**src/rtl/timer_counter.sv**
```systemverilog
// Memory-mapped down-counting timer with one-shot and auto-reload modes.
// Drives the CPU hardware interrupt line through a maskable flag.
module timer_counter #(
  parameter int CNT_W = 32
) (
  input  logic        clk,
  input  logic        reset,
  input  logic [31:0] addr,
  input  logic        we,
  input  logic [31:0] din,
  output logic [31:0] dout,
  output logic        irq
);

  typedef enum logic [1:0] {
    S_IDLE,
    S_LOAD,
    S_CNT,
    S_INT
  } state_t;

  state_t             r_state;
  logic               r_en;
  logic [1:0]         r_mode;
  logic               r_im;
  logic               r_flag;
  logic [CNT_W-1:0]   r_preset;
  logic [CNT_W-1:0]   r_count;

  state_t             w_state_nxt;
  logic               w_en_nxt;
  logic               w_flag_nxt;
  logic [CNT_W-1:0]   w_count_nxt;
  logic               w_ctrl_we;
  logic               w_pre_we;
  logic [31:0]        w_dout;
  logic               w_unused;

  assign w_ctrl_we = we && (addr[3:2] == 2'd0);
  assign w_pre_we  = we && (addr[3:2] == 2'd1);
  assign w_unused  = ^{addr[31:4], addr[1:0], din};

  always_comb begin
    w_state_nxt = r_state;
    w_en_nxt    = r_en;
    w_flag_nxt  = r_flag;
    w_count_nxt = r_count;
    unique case (r_state)
      S_IDLE: begin
        if (r_en) w_state_nxt = S_LOAD;
      end
      S_LOAD: begin
        w_count_nxt = r_preset;
        w_state_nxt = S_CNT;
      end
      S_CNT: begin
        if (!r_en) begin
          w_state_nxt = S_IDLE;
        end else if (r_count > CNT_W'(1)) begin
          w_count_nxt = r_count - CNT_W'(1);
        end else begin
          w_count_nxt = '0;
          w_flag_nxt  = 1'b1;
          w_state_nxt = S_INT;
        end
      end
      S_INT: begin
        if (r_mode == 2'd1) begin
          w_flag_nxt  = 1'b0;
          w_state_nxt = r_en ? S_LOAD : S_IDLE;
        end else begin
          w_en_nxt    = 1'b0;
          w_state_nxt = S_IDLE;
        end
      end
      default: w_state_nxt = S_IDLE;
    endcase
    // A CPU write to CTRL overrides whatever the FSM decided this edge.
    if (w_ctrl_we) begin
      w_en_nxt   = din[0];
      w_flag_nxt = 1'b0;
    end
  end

  always_ff @(posedge clk) begin
    if (reset) begin
      r_state  <= S_IDLE;
      r_en     <= 1'b0;
      r_mode   <= 2'd0;
      r_im     <= 1'b0;
      r_flag   <= 1'b0;
      r_preset <= '0;
      r_count  <= '0;
    end else begin
      r_state <= w_state_nxt;
      r_en    <= w_en_nxt;
      r_flag  <= w_flag_nxt;
      r_count <= w_count_nxt;
      if (w_ctrl_we) begin
        r_mode <= din[2:1];
        r_im   <= din[3];
      end
      if (w_pre_we) r_preset <= din[CNT_W-1:0];
    end
  end

  always_comb begin
    w_dout = '0;
    case (addr[3:2])
      2'd0:    w_dout = {28'd0, r_im, r_mode, r_en};
      2'd1:    w_dout = 32'(r_preset);
      2'd2:    w_dout = 32'(r_count);
      default: w_dout = '0;
    endcase
  end

  assign dout = w_dout;
  assign irq  = r_flag & r_im;

endmodule

```
**config.mk**
```make
export PLATFORM = sky130hd
export DESIGN_NAME = timer_counter
export DESIGN_NICKNAME = d
export VERILOG_FILES = /design/src/rtl/timer_counter.sv
export SDC_FILE = /design/constraint.sdc
export NUM_CORES = 1
export LEC_CHECK = 0
export CORE_MARGIN = 5
export CORE_UTILIZATION = 25
export CTS_CLUSTER_DIAMETER = 100
export DETAILED_ROUTE_END_ITERATION = 6
export GPL_ROUTABILITY_DRIVEN = 1
export PLACE_DENSITY = 0.57
export SLEW_MARGIN = 20
export SYNTH_ARGS = -nofsm -noshare
export SYNTH_HDL_FRONTEND = slang
export SYNTH_SLANG_ARGS = --single-unit
```
**constraint.sdc**
```tcl
create_clock -name clk -period 2.4 [get_ports clk]
set_input_delay 0.48 -clock clk [delete_from_list [all_inputs] [get_ports clk]]
set_output_delay 0.48 -clock clk [all_outputs]
set_load 0.01 [all_outputs]
```
; Word level (Yosys, flattened, before mapping)
; Cells that the tools add are included.
[totals]
ff_bits = 71
latch_bits = 0
ramBits = 0
rom_bits = 0
in_bits = 67
output_inout_bits = 33
word_cells = 51
n_memories = 0
[classes]
add_sub_neg = 1
multipliers = 0
div_mod_pow = 0
magnitude_cmp = 1
n_eq_ne = 12
shift = 0
n_mux = 17
bitwise_logic = 1
n_reduce_logical = 12
[ops]
columns = operator, n
row1 = $pmux W32 S3, 1
row2 = $mux W32, 2
row3 = $pmux W32 S2, 1
row4 = $gt A32 B1 Y1 const B, 1
row5 = $sub A32 B1 Y32 const B, 1
row6 = $ne A2 B2 Y1 const B, 5
row7 = $mux W1, 8
row8 = $pmux W2 S4, 1
row9 = $eq A2 B1 Y1 const B, 3
row10 = $eq A2 B2 Y1 const B, 3
row11 = $mux W2, 3
row12 = $reduce_and A2 Y1, 3
row13 = $reduce_bool A2 Y1, 3
row14 = $logic_not A2 Y1, 2
row15 = $reduce_and A4 Y1, 1
row16 = $ne A3 B3 Y1 const B, 1
row17 = $logic_and A1 B1 Y1, 2
row18 = $pmux W1 S2, 1
row19 = $reduce_or A2 Y1, 1
row20 = $and A1 B1 Y1, 1

; Depth between registers and ports, before layout
[depth]
depth_word = 4
ltp_mapped = 9
depth_no_buf = 7

; Worst setup path after synthesis
; Ideal clock, no wire load.
[synth_path]
kind = input port to output port
start = input port addr[3]
end = output port dout[10]
arrival_time_ps = 1683
required_time_ps = 1920
slack_ps = 237
cell_stages = 5
n_path_buf = 3
path_cell_list = clkbuf_1 > nor2b_1 > clkbuf_1 > clkbuf_1 > a22o_1
[synth_via]
elab_chain_len = 2
elab_cells_between_ends = 4
cone_classes = 2 x eq/ne / 1 x mux / 1 x reduce/logical
[synth_rtl]
columns = item, line_no
row1 = from (decl), 8  ; input logic [31:0] addr,
row2 = "$eq A2 B2 Y1, or another cell as far along", 109  ; case (addr[3:2])
row3 = $pmux W32 S3 *, 109
row4 = to (decl), 11  ; output logic [31:0] dout,
; Every way passes the cells marked *; elsewhere a longest branch is shown, timed or not.

; Worst setup path in the final report
[layout_path]
start = input port addr[3]
end = output port dout[31]
; The elaborated chain is that of the path after synthesis.

==> impl_metrics.py <==
metrics = {
    "power_and_ir_drop": {
        "total_power_mw": 2.901,
        "ir_drop_mv": 0.2928,
        "leakagePower_nw": 2.065,
        "powerDensity_nw_per_um2": 546.0,
    },
    "synth": {
        "synth_area_per_cell_um2": 7.879,
        "yosys_warnings": 0,
        "ys_types": 60,
        "synthArstFlopShare_pct": 0,
        "ys.flop_type": "dfxtp_1",
        "synth_most_common_cell": "nand2_1",
        "synth.net_count": 581,
        "synth_top_area_share_pct": 35.24,
        "synth_largest_area_cell": "dfxtp_1",
        "synthCells": 512,
        "ys_ff_latch": 71,
        "ys_top_cells_by_area": "dfxtp_1, nand2_1, a21oi_1",
        "synth_edf_count": 0,
        "syn-cell-area_um2": 4034,
        "yosysSeqAreaShare_pct": 35.24,
        "synth_common_cells": "nand2_1, dfxtp_1, a21oi_1",
    },
    "clock_network": {
        "insertion_delay_ps": 340,
        "clk_pin_slew_worst_paths_ps": 60,
        "clkSinkCount": 71,
        "cts_buffer_depth": 2,
        "htree_levels": 3,
        "cts_buffers": 9,
        "root_buffer": "clkbuf_16",
        "cts_tree": "built",
    },
    "timing": {
        "setup_viol": 0,
        "skew_ps": 7.033,
        "grt_setup_unrepaired": "no",
        "finalCriticalPeriod_ps": 2350,
        "period_share_pct": 97.92,
        "drv_slew": 0,
        "relSlewSlack_pct": 46.14,
        "fmax_mhz": 425.5,
        "worst_slew_pin_slew_ps": 807.0,
        "hold_viol": 0,
        "whs_ps": 475.3,
    },
    "worst_setup_path": {
        "worstPathMaxFanout": 28,
        "crit_arrival_ps": 1870,
        "rr_startpoint": "r_count[0]",
        "end_kind": "output pin",
        "critPathKind": "primary input to output pin",
        "start_kind": "primary input",
        "cp.required_ps": 1920,
        "critPathLaunch": "addr[3]",
    },
    "drt": {
        "drt-pass1-iter-count": 6,
        "vias": 4189,
        "ant_nets": 0,
        "wirelength_mm": 13.19,
        "drc_errors": 0,
        "wire_per_inst_um": 16.57,
        "drtIter0Drc": 418,
        "vias_per_cell": 5.263,
    },
    "global_routing": {
        "grt_pass1_wl_mm": 21.05,
        "grt_pass1_vias": 4075,
        "grt_start_max_net_pins": 69,
        "grt.overflow.total": 0,
        "antenna_found_initial": 0,
        "grtUsageTotal_pct": 14.15,
    },
    "floorplan": {
        "rows": 46,
        "die-height_um": 137.0,
        "start_util_pct": 25.39,
        "core_um2": 15890,
        "fp.dieW_um": 137.0,
        "num_io_pins": 100,
        "die_area_um2": 18780,
    },
    "min_path": {
        "hp-class": "register to register",
        "worstHoldStart": "r_preset[9]",
    },
    "placement": {
        "port-buffer-count": 69,
        "hpwl_mm": 9.344,
        "globalplace.congestion": 0.8605,
        "post-place-cells": 781,
    },
    "final_layout": {
        "final_nets": 645,
        "fin_util_pct": 33.44,
        "layout-drive-gt1-share_pct": 11.21,
        "syn2layout_area_growth_pct": 31.70,
        "diodes": 0,
        "fin_cells": 796,
    },
    "run": {
        "maxCapViolCount": 0,
    },
    "outcome": {
        "status": "finished, final reports clean",
    },
}
## cells in the final DEF, fill, tap and decap left out, types with 5 or more instances in the layout
cell type        synthesis  layout
a21oi_1                 49      49
nor2_1                  26      26
buf_12                   0       5
nor4_1                  12      12
clkdlybuf4s50_1          0      36
clkbuf_16                0       9
buf_4                    1      25
inv_1                   11      11
a31oi_1                 13      13
a211oi_1                 6       6
nor3_1                   9       9
o21ai_0                 13      13
o21a_1                   5       5
mux2i_1                  9       9
dfxtp_1                 71      71
nand4_1                  8       8
a22o_1                  28      28
nand2_1                 94      94
a32oi_1                 11      11
dlygate4sd2_1            0      30
o21ai_1                  5       5
nand3_1                 16      16
## worst paths after layout
| path | to | slack [ps] | cells after the start |
|---|---|---|---|
| setup reg to reg | r_count[11] | 220 | 8 |
| hold reg to reg | r_preset[9] | 480 | 2 |
| hold / removal | r_preset[9] | 480 | 2 |
| setup / recovery | dout[31] | 50 | 5 |
## report_power, final
group          switching (mW)  total (mW)  internal (mW)
combinational           0.204       0.365          0.162
sequential             0.0288        1.23           1.21
clock                   0.505        1.30          0.795
total                   0.738        2.90           2.16
## cell type report
cell class                      count  area [um^2]
Clock inverter                      4        47.55
Sequential cell                    71         1421
Inverter                           11        41.29
Multi-Input combinational cell    384         2369
Fill cell                        1719        10570
Clock buffer                       11        232.7
Tap cell                          216        270.3
Timing Repair Buffer               99        930.9
## repair_timing
item	CTS	global route
pin swaps	0	0
endpoints found under the setup margin	32	2
hold buffers	0	0
hold endpoints to repair	0	0
resized for setup	33	3
setup buffers	0	0
## worst max-delay path, stage by stage
cell and delay (ps):
clkdlybuf4s50_1 520, nor2b_4 180, buf_12 200, a22o_1 200
dlygate4sd2_1 280
## stage by stage
step | setup TNS [ps] | setup slack (ps) | area, um^2
2_1_floorplan | 0 | 236.8 | 4034
3_3_place_gp | -6468 | -245.9 | 5070
3_5_place_dp | -6251 | -226.6 | 5070
4_1_cts | 0 | 54.54 | 5315
5_1_grt | 0 | 4.079 | 5313
6_report | 0 | 49.98 | 5313
## flip-flops by register name, indices dropped and copies added (netlist names)
register / cells
r_im: 1
r_flag: 1
r_count: 32
r_preset: 32
r_mode: 2
r_en: 1
r_state: 2
## cells by family (layout without fill, tap and decap cells)
logic type / count (synthesis) / in the layout / synth area share [%]
adders and majority gates: 2 / 2 / 0.6202
DFF: 71 / 71 / 35.24
xor gates and xnor gates: 1 / 1 / 0.2172
and+or+nand+nor: 200 / 200 / 24.16
AOI/OAI and AO/OA: 172 / 172 / 31.23
muxes: 9 / 9 / 2.233
buffers and inverters: 57 / 125 / 6.296
## routing by layer
layer  global-route usage (%)  share of wire, %
met5                        0                 0
met3                    4.301               7.3
met1                    18.12                44
met4                    5.100               1.7
met2                    22.45                47
No activity file was read; power rests on OpenSTA's default activity.
